===== src/rtl/signed_calc_seq_if.sv =====
// Operand/result handshake bundle for signed_calc_seq.
// The slave modport is the calculator's view; master is the producer/consumer side.
interface signed_calc_seq_if #(
  parameter int W_IN  = 5,
  parameter int W_OUT = W_IN + 5
);
  logic              i_valid;
  logic              o_ready;
  logic [W_IN-1:0]   i_as;
  logic [W_IN-1:0]   i_bs;
  logic              i_abort;
  logic              o_valid;
  logic              i_ready;
  logic [W_OUT-1:0]  o_fs;
  logic              o_busy;

  modport slave (
    input  i_valid, i_as, i_bs, i_abort, i_ready,
    output o_ready, o_valid, o_fs, o_busy
  );

  modport master (
    output i_valid, i_as, i_bs, i_abort, i_ready,
    input  o_ready, o_valid, o_fs, o_busy
  );
endinterface


===== src/rtl/signed_calc_seq.sv =====
// Sequenced evaluator of F = CA*A - CB*B using one shared add/subtract unit.
// Four MUL_A cycles then four MUL_B cycles, one coefficient bit per cycle,
// then the result is held in DONE until the consumer takes it.
module signed_calc_seq #(
  parameter int         W_IN  = 5,
  parameter logic [3:0] CA    = 4'd6,
  parameter logic [3:0] CB    = 4'd11,
  parameter int         W_OUT = W_IN + 5
) (
  input  logic               i_clk,
  input  logic               i_rst,
  signed_calc_seq_if.slave   bus
);

  typedef enum logic [1:0] {
    S_IDLE  = 2'd0,
    S_MUL_A = 2'd1,
    S_MUL_B = 2'd2,
    S_DONE  = 2'd3
  } state_t;

  state_t                    state_q, state_d;
  logic signed [W_OUT-1:0]   acc_q, acc_d;
  logic signed [W_OUT-1:0]   a_q, a_d;
  logic signed [W_OUT-1:0]   b_q, b_d;
  logic signed [W_OUT-1:0]   fs_q, fs_d;
  logic [1:0]                idx_q, idx_d;

  // Shared datapath signals
  logic                      coef_bit_s;
  logic signed [W_OUT-1:0]   shifted_s;
  logic signed [W_OUT-1:0]   addsub_s;

  // Shared add/subtract unit: adds shifted A in MUL_A, subtracts shifted B otherwise
  always_comb begin
    coef_bit_s = 1'b0;
    shifted_s  = '0;
    addsub_s   = acc_q;
    if (state_q == S_MUL_A) begin
      coef_bit_s = CA[idx_q];
      shifted_s  = a_q <<< idx_q;
      addsub_s   = acc_q + shifted_s;
    end else begin
      coef_bit_s = CB[idx_q];
      shifted_s  = b_q <<< idx_q;
      addsub_s   = acc_q - shifted_s;
    end
  end

  // Next-state and datapath update logic
  always_comb begin
    state_d = state_q;
    acc_d   = acc_q;
    a_d     = a_q;
    b_d     = b_q;
    fs_d    = fs_q;
    idx_d   = idx_q;
    case (state_q)
      S_IDLE: begin
        if (bus.i_valid) begin
          a_d     = {{(W_OUT-W_IN){bus.i_as[W_IN-1]}}, bus.i_as};
          b_d     = {{(W_OUT-W_IN){bus.i_bs[W_IN-1]}}, bus.i_bs};
          acc_d   = '0;
          idx_d   = 2'd0;
          state_d = S_MUL_A;
        end else begin
          state_d = S_IDLE;
        end
      end
      S_MUL_A, S_MUL_B: begin
        if (bus.i_abort) begin
          acc_d   = '0;
          idx_d   = 2'd0;
          state_d = S_IDLE;
        end else begin
          if (coef_bit_s) begin
            acc_d = addsub_s;
          end else begin
            acc_d = acc_q;
          end
          if (idx_q == 2'd3) begin
            idx_d = 2'd0;
            if (state_q == S_MUL_A) begin
              state_d = S_MUL_B;
            end else begin
              // Capture the final sum so o_fs is stable for the whole DONE stay
              fs_d    = acc_d;
              state_d = S_DONE;
            end
          end else begin
            idx_d = idx_q + 2'd1;
          end
        end
      end
      S_DONE: begin
        if (bus.i_abort) begin
          acc_d   = '0;
          state_d = S_IDLE;
        end else if (bus.i_ready) begin
          state_d = S_IDLE;
        end else begin
          state_d = S_DONE;
        end
      end
      default: begin
        state_d = S_IDLE;
      end
    endcase
  end

  // State and datapath registers with asynchronous reset
  always_ff @(posedge i_clk or posedge i_rst) begin
    if (i_rst) begin
      state_q <= S_IDLE;
      acc_q   <= '0;
      a_q     <= '0;
      b_q     <= '0;
      fs_q    <= '0;
      idx_q   <= 2'd0;
    end else begin
      state_q <= state_d;
      acc_q   <= acc_d;
      a_q     <= a_d;
      b_q     <= b_d;
      fs_q    <= fs_d;
      idx_q   <= idx_d;
    end
  end

  assign bus.o_ready = (state_q == S_IDLE);
  assign bus.o_valid = (state_q == S_DONE);
  assign bus.o_busy  = (state_q != S_IDLE);
  assign bus.o_fs    = fs_q;

endmodule


===== src/flat_wrapper.sv =====
// flat-port wrapper written by rule: the top's interface ports become plain ports
module signed_calc_seq_flat 
#(
  parameter int         W_IN  = 5,
  parameter logic [3:0] CA    = 4'd6,
  parameter logic [3:0] CB    = 4'd11,
  parameter int         W_OUT = W_IN + 5
)
  (i_clk, i_rst, bus_i_valid, bus_i_as, bus_i_bs, bus_i_abort, bus_i_ready, bus_o_ready, bus_o_valid, bus_o_fs, bus_o_busy);
  signed_calc_seq_if #(.W_IN(W_IN), .W_OUT(W_OUT)) bus_i ();
  input  logic i_clk;
  input  logic i_rst;
  input wire logic [$bits(bus_i.i_valid)-1:0] bus_i_valid;
  input wire logic [$bits(bus_i.i_as)-1:0] bus_i_as;
  input wire logic [$bits(bus_i.i_bs)-1:0] bus_i_bs;
  input wire logic [$bits(bus_i.i_abort)-1:0] bus_i_abort;
  input wire logic [$bits(bus_i.i_ready)-1:0] bus_i_ready;
  output wire logic [$bits(bus_i.o_ready)-1:0] bus_o_ready;
  output wire logic [$bits(bus_i.o_valid)-1:0] bus_o_valid;
  output wire logic [$bits(bus_i.o_fs)-1:0] bus_o_fs;
  output wire logic [$bits(bus_i.o_busy)-1:0] bus_o_busy;
  assign bus_i.i_valid = bus_i_valid;
  assign bus_i.i_as = bus_i_as;
  assign bus_i.i_bs = bus_i_bs;
  assign bus_i.i_abort = bus_i_abort;
  assign bus_i.i_ready = bus_i_ready;
  assign bus_o_ready = bus_i.o_ready;
  assign bus_o_valid = bus_i.o_valid;
  assign bus_o_fs = bus_i.o_fs;
  assign bus_o_busy = bus_i.o_busy;
  signed_calc_seq #(.W_IN(W_IN), .CA(CA), .CB(CB), .W_OUT(W_OUT)) u_core (.i_clk(i_clk), .i_rst(i_rst), .bus(bus_i));
endmodule

===== config.mk =====
export PLATFORM = sky130hd
export DESIGN_NAME = signed_calc_seq_flat
export DESIGN_NICKNAME = d
export VERILOG_FILES = /design/src/rtl/signed_calc_seq_if.sv /design/src/rtl/signed_calc_seq.sv /design/src/flat_wrapper.sv
export SDC_FILE = /design/constraint.sdc
export NUM_CORES = 1
export LEC_CHECK = 0
export BUFFER_PORTS_ARGS = -buffer_cell sky130_fd_sc_hd__buf_2
export CORE_UTILIZATION = 25
export CTS_CLUSTER_DIAMETER = 80
export CTS_CLUSTER_SIZE = 25
export DETAILED_ROUTE_END_ITERATION = 10
export REMOVE_ABC_BUFFERS = 1
export SLEW_MARGIN = 20
export SYNTH_ARGS = -nofsm -noshare
export SYNTH_HDL_FRONTEND = slang
export SYNTH_SLANG_ARGS = --single-unit

===== constraint.sdc =====
create_clock -name i_clk -period 5.3 [get_ports i_clk]
set_clock_uncertainty 0.05 [all_clocks]
set_input_delay 1.325 -clock i_clk [delete_from_list [all_inputs] [get_ports i_clk]]
set_output_delay 1.325 -clock i_clk [all_outputs]
set_load 0.02 [all_outputs]

## Word level (Yosys, flattened, before mapping)

Cells that the tools add are included.

| word-level totals | value |
|---|---|
| flip-flop bits (word level) | 34 |
| bits of input ports | 15 |
| output and inout port bits | 13 |
| word-level logic and storage cells | 51 |

| cells by class | value |
|---|---|
| add/sub/neg operators | 3 |
| magnitude comparators | 1 |
| equality and inequality tests | 7 |
| shift operators | 2 |
| muxes and demuxes | 22 |
| bitwise operators | 2 |
| reductions and logical operators | 8 |

Operators with widths:

| cell | number |
|---|---|
| 10-bit two-way mux | 5 |
| 10-bit case mux with 3 select lines | 1 |
| 5-bit by 2-bit <<< shifter with 10-bit output | 2 |
| 2-bit two-way mux | 7 |
| 10-bit adder | 1 |
| 10-bit subtractor | 1 |
| 2-bit equality test (second input constant) | 3 |
| 2-bit case mux with 3 select lines | 1 |
| 2-bit AND reduction | 3 |
| 1-bit two-way mux | 5 |
| 1-bit binary-select mux with 2-bit select | 2 |
| 2-bit inequality test (second input constant) | 2 |
| 2-bit case mux with 2 select lines | 1 |
| 4-bit AND reduction | 1 |
| 2-bit nonzero test | 2 |
| 2-bit by 3-bit < comparator with 1-bit output (second input constant) | 1 |
| 3-bit by 2-bit inequality test with 1-bit output (second input constant) | 1 |
| 2-bit by 1-bit adder with 2-bit output (second input constant) | 1 |
| 2-bit by 1-bit equality test with 1-bit output (second input constant) | 1 |
| 2-bit logical NOT | 1 |
| 1-bit NOT | 2 |
| 2-bit OR reduction | 1 |

## Logic depth before layout (Yosys ltp)

| depth | value |
|---|---|
| depth in word-level cells | 6 |
| depth in mapped cells | 18 |
| mapped depth without buffers | 15 |

## Worst setup path before layout

OpenSTA, ideal clock, no wires.

| timing path | value |
|---|---|
| kind | reg-to-reg |
| from | register u_core.idx_q[1] |
| to | register u_core.acc_q[8] |
| library setup time | 122 ps |
| arrival time | 3382 ps |
| data required time | 5128 ps |
| path slack | 1746 ps |
| cell stages (with the launch flop) | 15 |
| path buffers | 3 |
| clock period less this slack | 3554 ps |
| cells stage by stage | dfrtp_1 > buf_2 > clkbuf_1 > clkbuf_1 > or2_2 > ha_1 > mux2_2 > fa_1 > a21o_1 > a21oi_1 > o21bai_1 > a2111oi_0 > nor3_1 > xnor2_1 > o21ai_1 |

| on the way | value |
|---|---|
| word-level cells in the longest chain between the ends | 6 |
| elaborated cells on any way between the ends | 13 |

Ends and longest elaborated chain:

| item | line | source |
|---|---|---|
| start, declared | signed_calc_seq.sv:27 | `logic [1:0] idx_q, idx_d;` |
| start signal, assigned | signed_calc_seq.sv:126 | `idx_q <= idx_d;` |
| 5-bit by 2-bit <<< shifter with 10-bit output, or another cell as far along | signed_calc_seq.sv:45 | `shifted_s = b_q <<< idx_q;` |
| 10-bit subtractor, or another cell as far along | signed_calc_seq.sv:46 | `addsub_s = acc_q - shifted_s;` |
| 10-bit two-way mux or 1-bit two-way mux (tied branches) | signed_calc_seq.sv:39 | `if (state_q == S_MUL_A) begin` |
| 10-bit two-way mux * | signed_calc_seq.sv:76 | `if (coef_bit_s) begin` |
| 10-bit two-way mux * | signed_calc_seq.sv:71 | `if (bus.i_abort) begin` |
| 10-bit case mux with 3 select lines * | signed_calc_seq.sv:58 | `case (state_q)` |
| end signal, assigned | signed_calc_seq.sv:115 | `acc_q <= '0;` |
| end signal, assigned | signed_calc_seq.sv:122 | `acc_q <= acc_d;` |
| end, declared | signed_calc_seq.sv:23 | `logic signed [W_OUT-1:0] acc_q, acc_d;` |

Mark *: on every way between the ends. The rest lies on a longest branch, timed or not. The select of a mux whose other input is x is not followed.
A chain may end at the register's enable or synchronous reset.

## Final worst setup path

| timing path | value |
|---|---|
| from | register u_core.idx_q[0] |
| to | register u_core.fs_q[9], in the netlist u_core.bus.o_fs[9] |

| on the way | value |
|---|---|
| word-level cells in the longest chain between the ends | 4 |
| elaborated cells on any way between the ends | 13 |

Ends and longest elaborated chain:

| item | line | source |
|---|---|---|
| 5-bit by 2-bit <<< shifter with 10-bit output, or another cell as far along | signed_calc_seq.sv:45 |  |
| 10-bit subtractor, or another cell as far along | signed_calc_seq.sv:46 |  |
| 10-bit two-way mux or 1-bit two-way mux (tied branches) | signed_calc_seq.sv:39 |  |
| 10-bit two-way mux | signed_calc_seq.sv:76 |  |
| end signal, assigned | signed_calc_seq.sv:125 | `fs_q <= fs_d;` |
| end, declared | signed_calc_seq.sv:26 | `logic signed [W_OUT-1:0] fs_q, fs_d;` |

Several ways; a longest one is shown, not always the timed one. The select of a mux whose other input is x is not followed.

==> metrics.yaml <==
status: "finished clean"
diodes: 0
initial_core_util_pct: 26.1
path_max_fanout: 24
port_buffers: 27
yosys_most_used_dff: "dfrtp_1"
drcViolationCount: 0
final_net_count: 313
die_area_um2: 10200
startpoint_type: "flip-flop"
yosysWarnings: 0
cpPeakStageDelay_ps: 880
preCtsSetupSlack_ps: 1420
critPathTopFamily: "simple AND/OR/NAND/NOR gates"
synth.top_cell.area_share_pct: 34.8
maxCapViolations: 0
grt_pass1_wl_mm: 8.91
cts_inserted_buffers: 5
syn_avg_cell_area_um2: 9.34
cts_tree: "done"
drt-initial-drc-count: 72
syn_area_um2: 2450
drtPass1Iterations: 4
grt_overflow: 0
clkLatencyLatePin_ps: 290
synthTopCellsByArea: "dfrtp_1, mux2i_1, ha_1"
ir_drop_mv: 0.241
io_pins: 28
vias_per_cell: 4.71
placed_area_um2: 2670
slew_headroom_pct: 26.8
critPathBufInv: 0
fin_crit_sh_pct: 74.2
clkTransAtPathRegs_ps: 70
antenna_found_initial: 0
synthArstFlopShare_pct: 100
cts-root-buf: "clkbuf_8"
grt_max_degree: 35
crit_path_end_kind: "flip-flop"
drive_above_1_share_pct: 21.2
design_area_um2: 2770
slew_viol_final: 0
cts_hold_buf: 0
synth-edff-count: 0
seq_area_frac_synth_pct: 34.8
track_usage_pct: 10.9
critPathRequiredTime_ps: 5430
min_path_type: "flip-flop to flip-flop"
max_clock_freq_mhz: 254
final_core_util_pct: 29.5
post_drt_wl_per_cell_um: 12.4
syn_inst: 262
rsz0062_at_grt: "no"
cts_resized: 0
power.density_nw_per_um2: 668
slowest_stage: "dfrtp_1"
core_um2: 9370
yosysMostFrequentCell: "dfrtp_1"
hold_viol_final: 0
cts.sinks: 34
setup_violations: 0
tns_ps: 0
dp_hpwl_mm: 3.87
setup_ws_ps: 1370
vias: 1940
rrSetupSlack_ps: 1370
synth_cell_types: 49
routed_wl_mm: 5.13
synth_seq_cells: 34
crit_arrival_ps: 4060
synthTopCellsByCount: "dfrtp_1, nand2_1, mux2i_1"
post-route-min-period_ps: 3930
cts_setup_buffers: 0
worst_slew_pin_slew_ps: 1080
grt_pass1_vias: 1924
worstPathCellList: "mux2i_1, or2_2, ha_1, nor3b_2, nand3_1, xor2_1, mux2i_1, ha_1, nand4_1, a21oi_1, and3b_1, o21ai_1, xnor2_1, a21oi_1, o31a_1"
cts_max_path_buffers: 2
die_width_um: 101
areaGrowthSynthToFinish_pct: 13.1
worst_hold_slack_ps: 431
die_y_um: 101
std_cell_rows: 35
path_class: "flip-flop to flip-flop"
power.leakage_uw: 0.00127
ant_nets: 0
gp_congestion: 0.863
yosys.area.top_type: "dfrtp_1"
h-tree-depth: 2
==> metal layers <==
metal | share of wire (%) | vias up | track usage (%) | wire [um]
met5 | 0 | - | 0 | 0
met4 | 0.58 | 0 | 2.45 | 30
met3 | 4.3 | 4 | 2.57 | 222
met2 | 47 | 39 | 18.8 | 2430
met1 | 48 | 928 | 13.7 | 2450
li1 | - | 969 | - | -
==> flip-flops by register name, summed over array words and instances, names as in the netlist <==
register / flops
u_core.bus.o_fs: 10
u_core.b_q: 5
u_core.a_q: 5
u_core.acc_q: 10
u_core.state_q: 2
u_core.idx_q: 2
==> final cells by class <==
class	instances	area (um2)
timing repair buffer	28	143
tap	129	161
fill	1030	6600
sequential	34	851
clock inverter	2	12.5
multi-input combinational	205	1490
clock buffer	6	82.6
inverter	8	30.0
==> tightest hold or removal path: cells and delay by family, from the launching register on <==
kind	cells	cell delay (ps)
AND/OR/NAND/NOR	1	50
flip-flops	1	340
AO/OA/AOI/OAI	1	60
==> through the flow <==
stage	instances	power (uW)
global placement	404	1630
CTS	412	1870
finish	412	1850
global route	412	2030
detailed placement	404	1650
floorplan	247	1400
==> placed cells by master (no fill, tap or decap), types with 2 or more instances in the layout <==
cell,n
a21o_1,3
a21oi_1,11
a22o_1,7
a31oi_1,2
buf_2,27
clkbuf_8,6
dfrtp_1,34
ha_1,15
inv_1,7
mux2_2,15
mux2i_1,19
nand2_1,33
nand2b_1,6
nand3_1,5
nand4_1,2
nor2_1,14
nor2b_1,3
nor3_1,3
nor3b_1,2
o211ai_1,3
o21ai_0,11
o21ai_1,14
o31ai_1,3
xnor2_1,10
xor2_1,3
==> worst paths after layout <==
check,depth (start not counted),from,end
min in group asynchronous,3,i_rst,u_core.acc_q[8]
worst min-delay path,2,u_core.bus.o_fs[0],u_core.bus.o_fs[0]
worst max register to register,15,u_core.idx_q[0],u_core.bus.o_fs[9]
max in group asynchronous,3,i_rst,u_core.b_q[0]
worst max-delay path,15,u_core.idx_q[0],u_core.bus.o_fs[9]
worst min register to register,2,u_core.bus.o_fs[0],u_core.bus.o_fs[0]
==> cell families (layout without fill, tap and decap cells) <==
group | count (synthesis) | in the layout | synth area share (%)
mux | 36 | 36 | 15.9
simple gates | 75 | 75 | 14.5
xor+xnor | 13 | 13 | 4.65
fa+ha+maj | 16 | 16 | 8.49
compound gates | 65 | 65 | 17.3
buf+inv | 23 | 44 | 4.40
flops | 34 | 34 | 34.8
==> where the power goes <==
part	switching, uW	internal [uW]	leakage (uW)	total, uW
combinational	618	531	0.000782	1150
sequential	146	351	0.000445	497
clock	99.2	104	0.0000472	204
total	863	987	0.00127	1850
(Power assumes the default switching activity.)
